$ cat config.mk
export PLATFORM = sky130hd
export DESIGN_NAME = strobe_write_arbiter
export DESIGN_NICKNAME = d
export VERILOG_FILES = /design/src/rtl/strobe_write_arbiter.sv
export SDC_FILE = /design/constraint.sdc
export NUM_CORES = 1
export LEC_CHECK = 0
export BUFFER_PORTS_ARGS = -buffer_cell sky130_fd_sc_hd__buf_2
export CORE_MARGIN = 1
export CORE_UTILIZATION = 45
export DETAILED_ROUTE_END_ITERATION = 6
export PLACE_DENSITY = 0.68
export SKIP_LAST_GASP = 1
export SYNTH_ARGS = -nofsm -noshare
export SYNTH_HDL_FRONTEND = slang
export SYNTH_SLANG_ARGS = --single-unit
$ cat constraint.sdc
create_clock -name clk -period 2.2 [get_ports clk]
set_input_delay 0.11 -clock clk [delete_from_list [all_inputs] [get_ports clk]]
set_output_delay 0.11 -clock clk [all_outputs]
set_load 0.02 [all_outputs]
$ cat src/rtl/strobe_write_arbiter.sv
// Latches single-cycle register-write strobes from NUM_REQ sources and serialises them round-robin onto one write port.
// Latency: strobe in cycle T -> pending at T+1 -> wr_en at T+2 when idle; one write per 2+GAP_CYCLES cycles.
// Backpressure: wr_en/addr/data/grant hold until wr_ready; a strobe on a still-pending source is dropped and flagged in overrun.
module strobe_write_arbiter #(
  parameter int NUM_REQ    = 4,
  parameter int ADDR_W     = 6,
  parameter int DATA_W     = 8,
  parameter int GAP_CYCLES = 1
) (
  input  logic                      clk,
  input  logic                      rst_n,
  input  logic [NUM_REQ-1:0]        req_strobe,
  input  logic [NUM_REQ*ADDR_W-1:0] req_addr,
  input  logic [NUM_REQ*DATA_W-1:0] req_data,
  output logic                      wr_en,
  output logic [ADDR_W-1:0]         wr_addr,
  output logic [DATA_W-1:0]         wr_data,
  input  logic                      wr_ready,
  output logic [NUM_REQ-1:0]        grant,
  output logic [NUM_REQ-1:0]        pending,
  output logic [NUM_REQ-1:0]        overrun,
  input  logic                      overrun_clr,
  output logic                      busy
);

  localparam int PTR_W = (NUM_REQ > 1) ? $clog2(NUM_REQ) : 1;

  typedef enum logic [1:0] {S_IDLE, S_ISSUE, S_GAP} state_t;

  state_t              state_q, state_d;
  logic [PTR_W-1:0]    ptr_q, ptr_d;
  logic [PTR_W-1:0]    sel_q, sel_d;
  logic [3:0]          gap_q, gap_d;
  logic [NUM_REQ-1:0]  pend_q, pend_d;
  logic [NUM_REQ-1:0]  ovr_q, ovr_d;
  logic [NUM_REQ-1:0]  grant_q, grant_d;
  logic [ADDR_W-1:0]   word_addr_q [NUM_REQ];
  logic [ADDR_W-1:0]   word_addr_d [NUM_REQ];
  logic [DATA_W-1:0]   word_data_q [NUM_REQ];
  logic [DATA_W-1:0]   word_data_d [NUM_REQ];
  logic                wr_en_q, wr_en_d;
  logic [ADDR_W-1:0]   wr_addr_q, wr_addr_d;
  logic [DATA_W-1:0]   wr_data_q, wr_data_d;

  logic [NUM_REQ-1:0]  retire;
  logic                pick_vld;
  logic [PTR_W-1:0]    pick_idx;

  assign retire = (state_q == S_ISSUE && wr_ready) ? grant_q : '0;

  // Scan downward so the last hit (closest to the pointer) wins.
  always_comb begin
    pick_vld = 1'b0;
    pick_idx = '0;
    for (int k = NUM_REQ - 1; k >= 0; k--) begin
      if (pend_q[(int'(ptr_q) + k) % NUM_REQ]) begin
        pick_vld = 1'b1;
        pick_idx = PTR_W'((int'(ptr_q) + k) % NUM_REQ);
      end
    end
  end

  always_comb begin
    state_d     = state_q;
    ptr_d       = ptr_q;
    sel_d       = sel_q;
    gap_d       = gap_q;
    pend_d      = pend_q;
    ovr_d       = ovr_q;
    grant_d     = grant_q;
    word_addr_d = word_addr_q;
    word_data_d = word_data_q;
    wr_en_d     = wr_en_q;
    wr_addr_d   = wr_addr_q;
    wr_data_d   = wr_data_q;

    if (overrun_clr) ovr_d = '0;

    // A source being retired this cycle may reload immediately without overrun.
    for (int i = 0; i < NUM_REQ; i++) begin
      if (retire[i]) pend_d[i] = 1'b0;
      if (req_strobe[i]) begin
        if (!pend_q[i] || retire[i]) begin
          pend_d[i]      = 1'b1;
          word_addr_d[i] = req_addr[i*ADDR_W +: ADDR_W];
          word_data_d[i] = req_data[i*DATA_W +: DATA_W];
        end else begin
          ovr_d[i] = 1'b1;
        end
      end
    end

    case (state_q)
      S_IDLE: begin
        if (pick_vld) begin
          state_d           = S_ISSUE;
          sel_d             = pick_idx;
          grant_d           = '0;
          grant_d[pick_idx] = 1'b1;
          wr_en_d           = 1'b1;
          wr_addr_d         = word_addr_q[pick_idx];
          wr_data_d         = word_data_q[pick_idx];
        end
      end
      S_ISSUE: begin
        if (wr_ready) begin
          wr_en_d = 1'b0;
          grant_d = '0;
          ptr_d   = (sel_q == PTR_W'(NUM_REQ - 1)) ? '0 : sel_q + 1'b1;
          if (GAP_CYCLES == 0) begin
            state_d = S_IDLE;
          end else begin
            state_d = S_GAP;
            gap_d   = 4'(GAP_CYCLES - 1);
          end
        end
      end
      S_GAP: begin
        if (gap_q == 4'd0) state_d = S_IDLE;
        else               gap_d   = gap_q - 4'd1;
      end
      default: state_d = S_IDLE;
    endcase
  end

  always_ff @(posedge clk or negedge rst_n) begin
    if (!rst_n) begin
      state_q   <= S_IDLE;
      ptr_q     <= '0;
      sel_q     <= '0;
      gap_q     <= '0;
      pend_q    <= '0;
      ovr_q     <= '0;
      grant_q   <= '0;
      wr_en_q   <= 1'b0;
      wr_addr_q <= '0;
      wr_data_q <= '0;
      for (int i = 0; i < NUM_REQ; i++) begin
        word_addr_q[i] <= '0;
        word_data_q[i] <= '0;
      end
    end else begin
      state_q     <= state_d;
      ptr_q       <= ptr_d;
      sel_q       <= sel_d;
      gap_q       <= gap_d;
      pend_q      <= pend_d;
      ovr_q       <= ovr_d;
      grant_q     <= grant_d;
      wr_en_q     <= wr_en_d;
      wr_addr_q   <= wr_addr_d;
      wr_data_q   <= wr_data_d;
      word_addr_q <= word_addr_d;
      word_data_q <= word_data_d;
    end
  end

  assign wr_en   = wr_en_q;
  assign wr_addr = wr_addr_q;
  assign wr_data = wr_data_q;
  assign grant   = grant_q;
  assign pending = pend_q;
  assign overrun = ovr_q;
  assign busy    = (state_q != S_IDLE) || (|pend_q);

endmodule

==> metrics.md, run 1 <==
| Metric | Value |
|---|---|
| # setup viols final | `0` |
| Sink Count | `93` |
| Part of the power in registers | `42.4%` |
| Post-DRT Antenna Nets | `0` |
| GR Overflow Total | `0` |
| Combinational group share of total power | `42.7%` |
| Internal | `0.004417 W` |
| Final setup margin | `0.3117 ns` |
| Final instance area | `5458 um^2` |
| Synth Area in XOR/XNOR | `0.4304%` |
| DRT Pass-1 Iters | `4` |
| Pre-CTS WS | `0.3372 ns` |
| Final Wtd Congestion | `0.7109` |
| Post-synthesis cell count | `323` |
| Final Non-Filler Cells | `594` |
| DIE WIDTH | `97.11 um` |
| Cell area after synthesis | `4070 um^2` |
| Clk_skew | `0.01477 ns` |
| Seq. cell area | `2327 um^2` |
| Max_cap viols | `0` |
| Largest family of logic cells by synthesized area | `multiplexers` |
| Post-CTS sizing | `0` |
| Share of cells above drive strength 1 | `40.12%` |
| Average wire per standard cell | `16.69 um` |
| Final hold vios | `0` |
| Clk_lat worst skew | `0.36 ns` |
| Fin util | `62.58%` |
| Setup_tns | `0 ns` |
| CP arrival | `2.13 ns` |
| Die area | `9429 um^2` |
| Fin. max-slew vios | `0` |
| Sw Share | `36.49%` |
| Post-synth ARST share | `100.0%` |
| Cell area power density | `1274 nW/um^2` |
| Core area | `8721 um^2` |
| Outcome | `finished, final reports clean` |
| Startpoint class of the critical path | `flip-flop` |
| Adder-cell area share of the yosys netlist | `0.9222%` |
| Initial antenna violation count | `0` |
| Post-synth EDFFs | `0` |
| Worst path top cell family by delay | `compound AO/OA/AOI/OAI gates` |
| Top FF cell, synth | `dfrtp_1` |
| CP max-delay cell | `dfrtp_1` |
| Min-Delay Path Class | `input port to flip-flop` |
| DR iter-0 viols | `146` |
| VDD IR max | `0.6104 mV` |
| DP HPWL | `6.539 mm` |
| Via count | `3102` |
| P_sw | `0.002537 W` |
| Synth Register Bits | `93` |
| GR Util All Layers | `22.16%` |
| Vias/cell | `5.222` |
| Crit path capture type | `flip-flop` |
| Initial core utilization | `46.67%` |
| Period minus WS final | `1.888 ns` |
| Die Ht | `97.11 um` |
| Pin count of the biggest net entering global routing | `50` |
| Required time worst endpoint | `2.44 ns` |
| Inserted Clock Buffers | `9` |
| Placed insts | `520` |
| Post-Synth Simple-Gate Area | `6.671%` |
| Worst path bufs/invs | `0` |
| Worst Tran Pin Value | `0.6416 ns` |
| Combined area of the multi-input logic cells | `1609 um^2` |
| Syn Area/Cell | `12.60 um^2` |
| CTS tree | `done` |
| Post-synthesis mux area share | `20.01%` |
| Area growth, synth to finish | `34.09%` |
| Pleak | `2.556 nW` |
| Diode count | `0` |
| CP Max Fanout | `17` |
| Fillers | `721` |
| Root Buffer | `clkbuf_8` |
| Clock Power Share | `14.8%` |
| Slew margin rel. | `57.23%` |
| Total wire length | `9.914 mm` |
| Placed cell area | `4705 um^2` |
| H-Tree Depth | `3` |
| Max Clk Rate | `0.5296 GHz` |
| Residual DRC | `0` |
| I/O pin count | `92` |
| Complex-gate fraction of the synthesized area | `11.50%` |
| Kind of critical path | `flip-flop to flip-flop` |
| Delay of the slowest critical-path stage | `0.43 ns` |
| Post-synthesis cell type count | `32` |
| Post-synthesis sequential area ratio | `57.18%` |
| CP Cell Sequence | `nand2b_1, a21o_1, nand2_4, mux2_2, a221o_1` |
| Final nets | `548` |
| Syn nets | `390` |
| Synth Warn # | `0` |
| Post-CTS setup buffers | `0` |
| Final period util | `85.83%` |
| Max clock buf depth | `2` |
| IO buf count | `91` |
| Unrepaired setup endpoints after global routing | `no` |
| Hold buffers post-CTS | `58` |
| Global-route wire length before repair | `16.33 mm` |
| CTS clk-pin slew, worst paths | `0.09 ns` |
| Vias in the first global route | `3237` |
| Row count | `34` |
==> power groups by stage <==
stage / clock (W) / combinational, W / sequential (W)
floorplan: 0 / 0.00201 / 0.00302
global placement: 0 / 0.00280 / 0.00295
detailed placement: 0 / 0.00290 / 0.00297
CTS: 0.00105 / 0.00300 / 0.00294
global route: 0.00112 / 0.00326 / 0.00304
finish: 0.00103 / 0.00297 / 0.00295
==> metrics by stage <==
step,total power (W),hold slack [ns]
final,0.006954,0.005905
after global placement,0.005743,0.1681
after floorplan,0.005030,-0.1856
after detailed placement,0.005877,0.1784
after CTS,0.006988,0.0007455
after global routing,0.007411,0.005721
==> cells in the final DEF (no fill, tap or decap), drive strengths merged, types with 7 or more instances in the layout <==
master / instances
dlygate4sd3: 58
nor2: 7
buf: 104
nand2: 22
inv: 16
a21oi: 20
o21ai: 21
nand3: 18
clkbuf: 10
dfrtp: 93
mux2: 70
a221o: 14
==> registers in the layout, indices dropped and copies added (netlist names) <==
signal       cells
gap_q            4
grant            4
overrun          4
pending          4
ptr_q            2
sel_q            2
state_q          2
word_addr_q     24
word_data_q     32
wr_addr          6
wr_data          8
wr_en            1
==> cell families after synthesis <==
kind of cell | Yosys count
DFF | 93
muxes | 70
AOI/OAI and AO/OA | 69
and+or+nand+nor | 57
buffers and inverters | 29
adders and majority gates | 3
xor gates and xnor gates | 2
==> cell usage after synthesis, types with 2 or more instances <==
cell      number  area share [%]
mux2_4         7             2.6
clkbuf_1       8            0.74
or2_2          3            0.46
nand3_1       18             2.2
buf_4          4            0.74
mux2_2        63              17
ha_1           3            0.92
a221o_1       14             3.4
nand2_1       21             1.9
a32o_1         2            0.49
buf_2          2            0.25
dfrtp_1       93              57
nor2_1         7            0.65
o22ai_1        4            0.61
xnor2_1        2            0.43
nand2b_1       3            0.46
a21o_1         3            0.55
a21oi_1       20             2.5
o21ai_0       20             2.5
inv_1         14             1.3
==> routing by layer <==
| layer | part of all wire [%] | wire length, um | GRT usage (%) |
|---|---|---|---|
| met2 | 48 | 4803 | 37.00 |
| met4 | 1.7 | 171 | 7.922 |
| met1 | 46 | 4564 | 29.60 |
| met5 | 0 | 0 | 0 |
| met3 | 3.8 | 375 | 3.165 |
==> final timing paths <==
kind | startpoint | end | slack, ns | depth (start not counted)
max | ptr_q[1] | wr_data[0] | 0.31 | 5
min | req_addr[10] | word_addr_q[16] | 0.006 | 2
max reg2reg | ptr_q[1] | wr_data[0] | 0.31 | 5
min reg2reg | sel_q[1] | sel_q[1] | 0.49 | 1
max in group asynchronous | rst_n | word_addr_q[5] | 1.22 | 3
min in group asynchronous | rst_n | word_data_q[19] | 0.31 | 2
==> final cells by class <==
cell class	count	share of cell area, %
Tap cell	108	2.476
Clock buffer	10	2.338
Multi-Input combinational cell	201	29.48
Sequential cell	93	42.64
Timing Repair Buffer	162	21.27
Inverter	14	0.9629
Clock inverter	6	0.8253
No activity file was read; power rests on OpenSTA's default activity.
==> inputs of run 2 (changes only) <==
--- a/config.mk
+++ b/config.mk
@@ -5,11 +5,10 @@
 export SDC_FILE = /design/constraint.sdc
 export NUM_CORES = 1
 export LEC_CHECK = 0
-export BUFFER_PORTS_ARGS = -buffer_cell sky130_fd_sc_hd__buf_2
 export CORE_MARGIN = 1
-export CORE_UTILIZATION = 45
+export CORE_UTILIZATION = 40
 export DETAILED_ROUTE_END_ITERATION = 6
-export PLACE_DENSITY = 0.68
+export DONT_BUFFER_PORTS = 1
 export SKIP_LAST_GASP = 1
 export SYNTH_ARGS = -nofsm -noshare
 export SYNTH_HDL_FRONTEND = slang
==> constraint.sdc (replaced) <==
create_clock -name clk -period 2.1 [get_ports clk]
set_input_delay 0.105 -clock clk [delete_from_list [all_inputs] [get_ports clk]]
set_output_delay 0.105 -clock clk [all_outputs]
set_load 0.02 [all_outputs]
==> run 2 against run 1 <==
Against the previous run: the run now ends with negative hold slack left; critical endpoint is now wr_data[4]; non-clock buffer count decreased by 84; sequential power is 13% higher; first-iteration DRC count decreased by 2.7%; via count fell by 10%; worst setup slack worse by 0.12 ns; clock-buffer cell count grew 1; register-to-register slack got worse by 0.12 ns.
==> metrics.md, run 2 (synthesis results as in run 1) <==
| Metric | Value |
|---|---|
| Outcome | `finished, violations left` |
| Violated checks | `negative hold slack` |
| Hold buffers post-CTS | `63 (+8.6%)` |
| Power Total | `0.007352 W (+5.7%)` |
| Combined area of the multi-input logic cells | `1609 um^2 (unchanged)` |
| Final Wtd Congestion | `0.8093 (+14%)` |
| Max clock buf depth | `2 (unchanged)` |
| Post-CTS sizing | `0 (unchanged)` |
| Fin. max-slew vios | `0 (unchanged)` |
| Seq. cell area | `2327 um^2 (unchanged)` |
| GR Util All Layers | `19.49% (-2.7 points)` |
| Global-route wire length before repair | `14.95 mm (-8.5%)` |
| Internal | `0.004754 W (+7.6%)` |
| DP HPWL | `6.487 mm (-0.80%)` |
| Final setup margin | `0.1953 ns (-0.1164 ns)` |
| Final nets | `464 (-15%)` |
| DR iter-0 viols | `142 (-2.7%)` |
| Via count | `2792 (-10%)` |
| CTS clk-pin slew, worst paths | `0.09 ns (about the same)` |
| Row count | `36 (+5.9%)` |
| # setup viols final | `0 (unchanged)` |
| Sink Count | `93 (unchanged)` |
| Required time worst endpoint | `2.36 ns (-0.08 ns)` |
| IO buf count | `0 (-100%)` |
| Placed insts | `456 (-12%)` |
| CTS tree | `done` |
| Hold slack final | `-0.5752 ns (-0.5811 ns)` |
| Max reg flops | `32 (unchanged)` |
| Combinational group share of total power | `36.2% (-6.5 points)` |
| Post-CTS setup buffers | `0 (unchanged)` |
| Min-Delay Path Class | `input port to async pin` |
| Most frequent cells in the layout | `dfrtp_1, mux2_2, dlygate4sd3_1, nand2_1` |
| Pin count of the biggest net entering global routing | `94 (+88%)` |
| Die area | `10580 um^2 (+12%)` |
| Inserted Clock Buffers | `9 (unchanged)` |
| Initial core utilization | `41.45% (-5.2 points)` |
| Clock Power Share | `18.3% (+3.5 points)` |
| H-Tree Depth | `3 (unchanged)` |
| Pre-CTS WS | `0.2243 ns (-0.1129 ns)` |
| Share of cells above drive strength 1 | `26.37% (-14 points)` |
| CP arrival | `2.16 ns (+0.03 ns)` |
| Final period util | `90.70% (+4.9 points)` |
| Period minus WS final | `1.905 ns (+0.01638 ns)` |
| Slew margin rel. | `51.76% (-5.5 points)` |
| Pleak | `2.245 nW (-12%)` |
| Most common library cell in the layout ignoring fill and taps | `dfrtp_1` |
| VDD IR max | `0.6955 mV (+14%)` |
| Setup_tns | `0 ns (unchanged)` |
| Clk_lat worst skew | `0.37 ns (about the same)` |
| Unrepaired setup endpoints after global routing | `no` |
| Residual DRC | `0 (unchanged)` |
| Vias in the first global route | `2738 (-15%)` |
| Final hold vios | `93 (+93)` |
| CP Max Fanout | `17 (unchanged)` |
| Kind of critical path | `flip-flop to flip-flop` |
| Root Buffer | `clkbuf_8` |
| Area growth, synth to finish | `26.50%` |
| Most flop-heavy register | `word_data_q` |
| DRT Pass-1 Iters | `4 (unchanged)` |
| Final Non-Filler Cells | `535 (-9.9%)` |
| GR Overflow Total | `0 (unchanged)` |
| Fin util | `52.43% (-10 points)` |
| DIE WIDTH | `102.9 um (+5.9%)` |
| Startpoint class of the critical path | `flip-flop` |
| Vias/cell | `5.219 (about the same)` |
| Max Clk Rate | `0.5250 GHz (-0.86%)` |
| Post-DRT Antenna Nets | `0 (unchanged)` |
| Die Ht | `102.9 um (+5.9%)` |
| Crit path capture type | `flip-flop` |
| Worst Tran Pin Value | `0.7236 ns (+0.08208 ns)` |
| Sw Share | `35.34% (-1.1 points)` |
| Fillers | `910 (+26%)` |
| Initial antenna violation count | `0 (unchanged)` |
| Max_cap viols | `0 (unchanged)` |
| Average wire per standard cell | `18.03 um (+8.0%)` |
| Total wire length | `9.648 mm (-2.7%)` |
| P_sw | `0.002598 W (+2.4%)` |
| Core area | `9819 um^2 (+13%)` |
| I/O pin count | `92 (unchanged)` |
| Cell area power density | `1428 nW/um^2 (+12%)` |
| Clk_skew | `0.01121 ns (-0.003555 ns)` |
| Part of the power in registers | `45.5% (+3.1 points)` |
| Diode count | `0 (unchanged)` |
[run 2: cell types whose count changed in the layout (fill, tap and decap cells not counted)]
cell	change
dlygate4sd3_1	+5
clkbuf_8	+1
buf_4	+1
buf_2	-90
clkinv_2	-1
inv_6	-2
bufinv_16	+2
clkinv_4	+1
clkinvlp_4	-1
[run 2: power by group through the flow]
stage	clock network (W)	registers [W]	logic, W
final	0.00135	0.00334	0.00266
after global routing	0.00147	0.00345	0.00295
after CTS	0.00139	0.00334	0.00268
after detailed placement	0	0.00337	0.00256
after global placement	0	0.00336	0.00250
after floorplan	0	0.00316	0.00211
[run 2: stage by stage]
step / instance area [um^2] / hold WS (ns)
finish: 5149 / -0.5752
detailed placement: 4293 / -0.1876
global route: 5149 / -0.6134
floorplan: 4070 / -0.1906
global placement: 4293 / -0.1873
CTS: 5149 / -0.6110
[run 2: area by class of cell]
type,count,share of cell area [%]
Clock buffer,11,2.746
Clock inverter,5,1.628
Inverter,14,1.021
Multi-Input combinational cell,201,31.25
Sequential cell,93,45.20
Tap cell,133,3.232
Timing Repair Buffer,78,14.92
[run 2: routing by layer]
metal  GRT usage (%)  vias to the layer above  routed length (um)
met5               0                        -                   0
met4           6.067                        0                 170
met3           6.305                       14                 702
met2           29.59                       93                4406
met1           26.61                     1370                4368
li1                -                     1315                   -
[run 2: worst max-delay path: stages, from the launching register on]
cell and delay (ns):
dfrtp_1 0.43, nand2b_1 0.18, a21o_1 0.23, nand2_4 0.24, mux2_2 0.39, a221o_1 0.32
[run 2: worst paths after layout]
check | startpoint | to | slack (ns) | cells after the start
worst max-delay path | ptr_q[1] | wr_data[4] | 0.20 | 5
worst min-delay path | rst_n | word_data_q[29] | -0.58 | 0
worst max register to register | ptr_q[1] | wr_data[4] | 0.20 | 5
worst min register to register | sel_q[0] | ptr_q[0] | 0.49 | 1
max in group asynchronous | rst_n | pending[0] | 2.49 | 0
min in group clk | req_data[26] | word_data_q[2] | 0.40 | 2
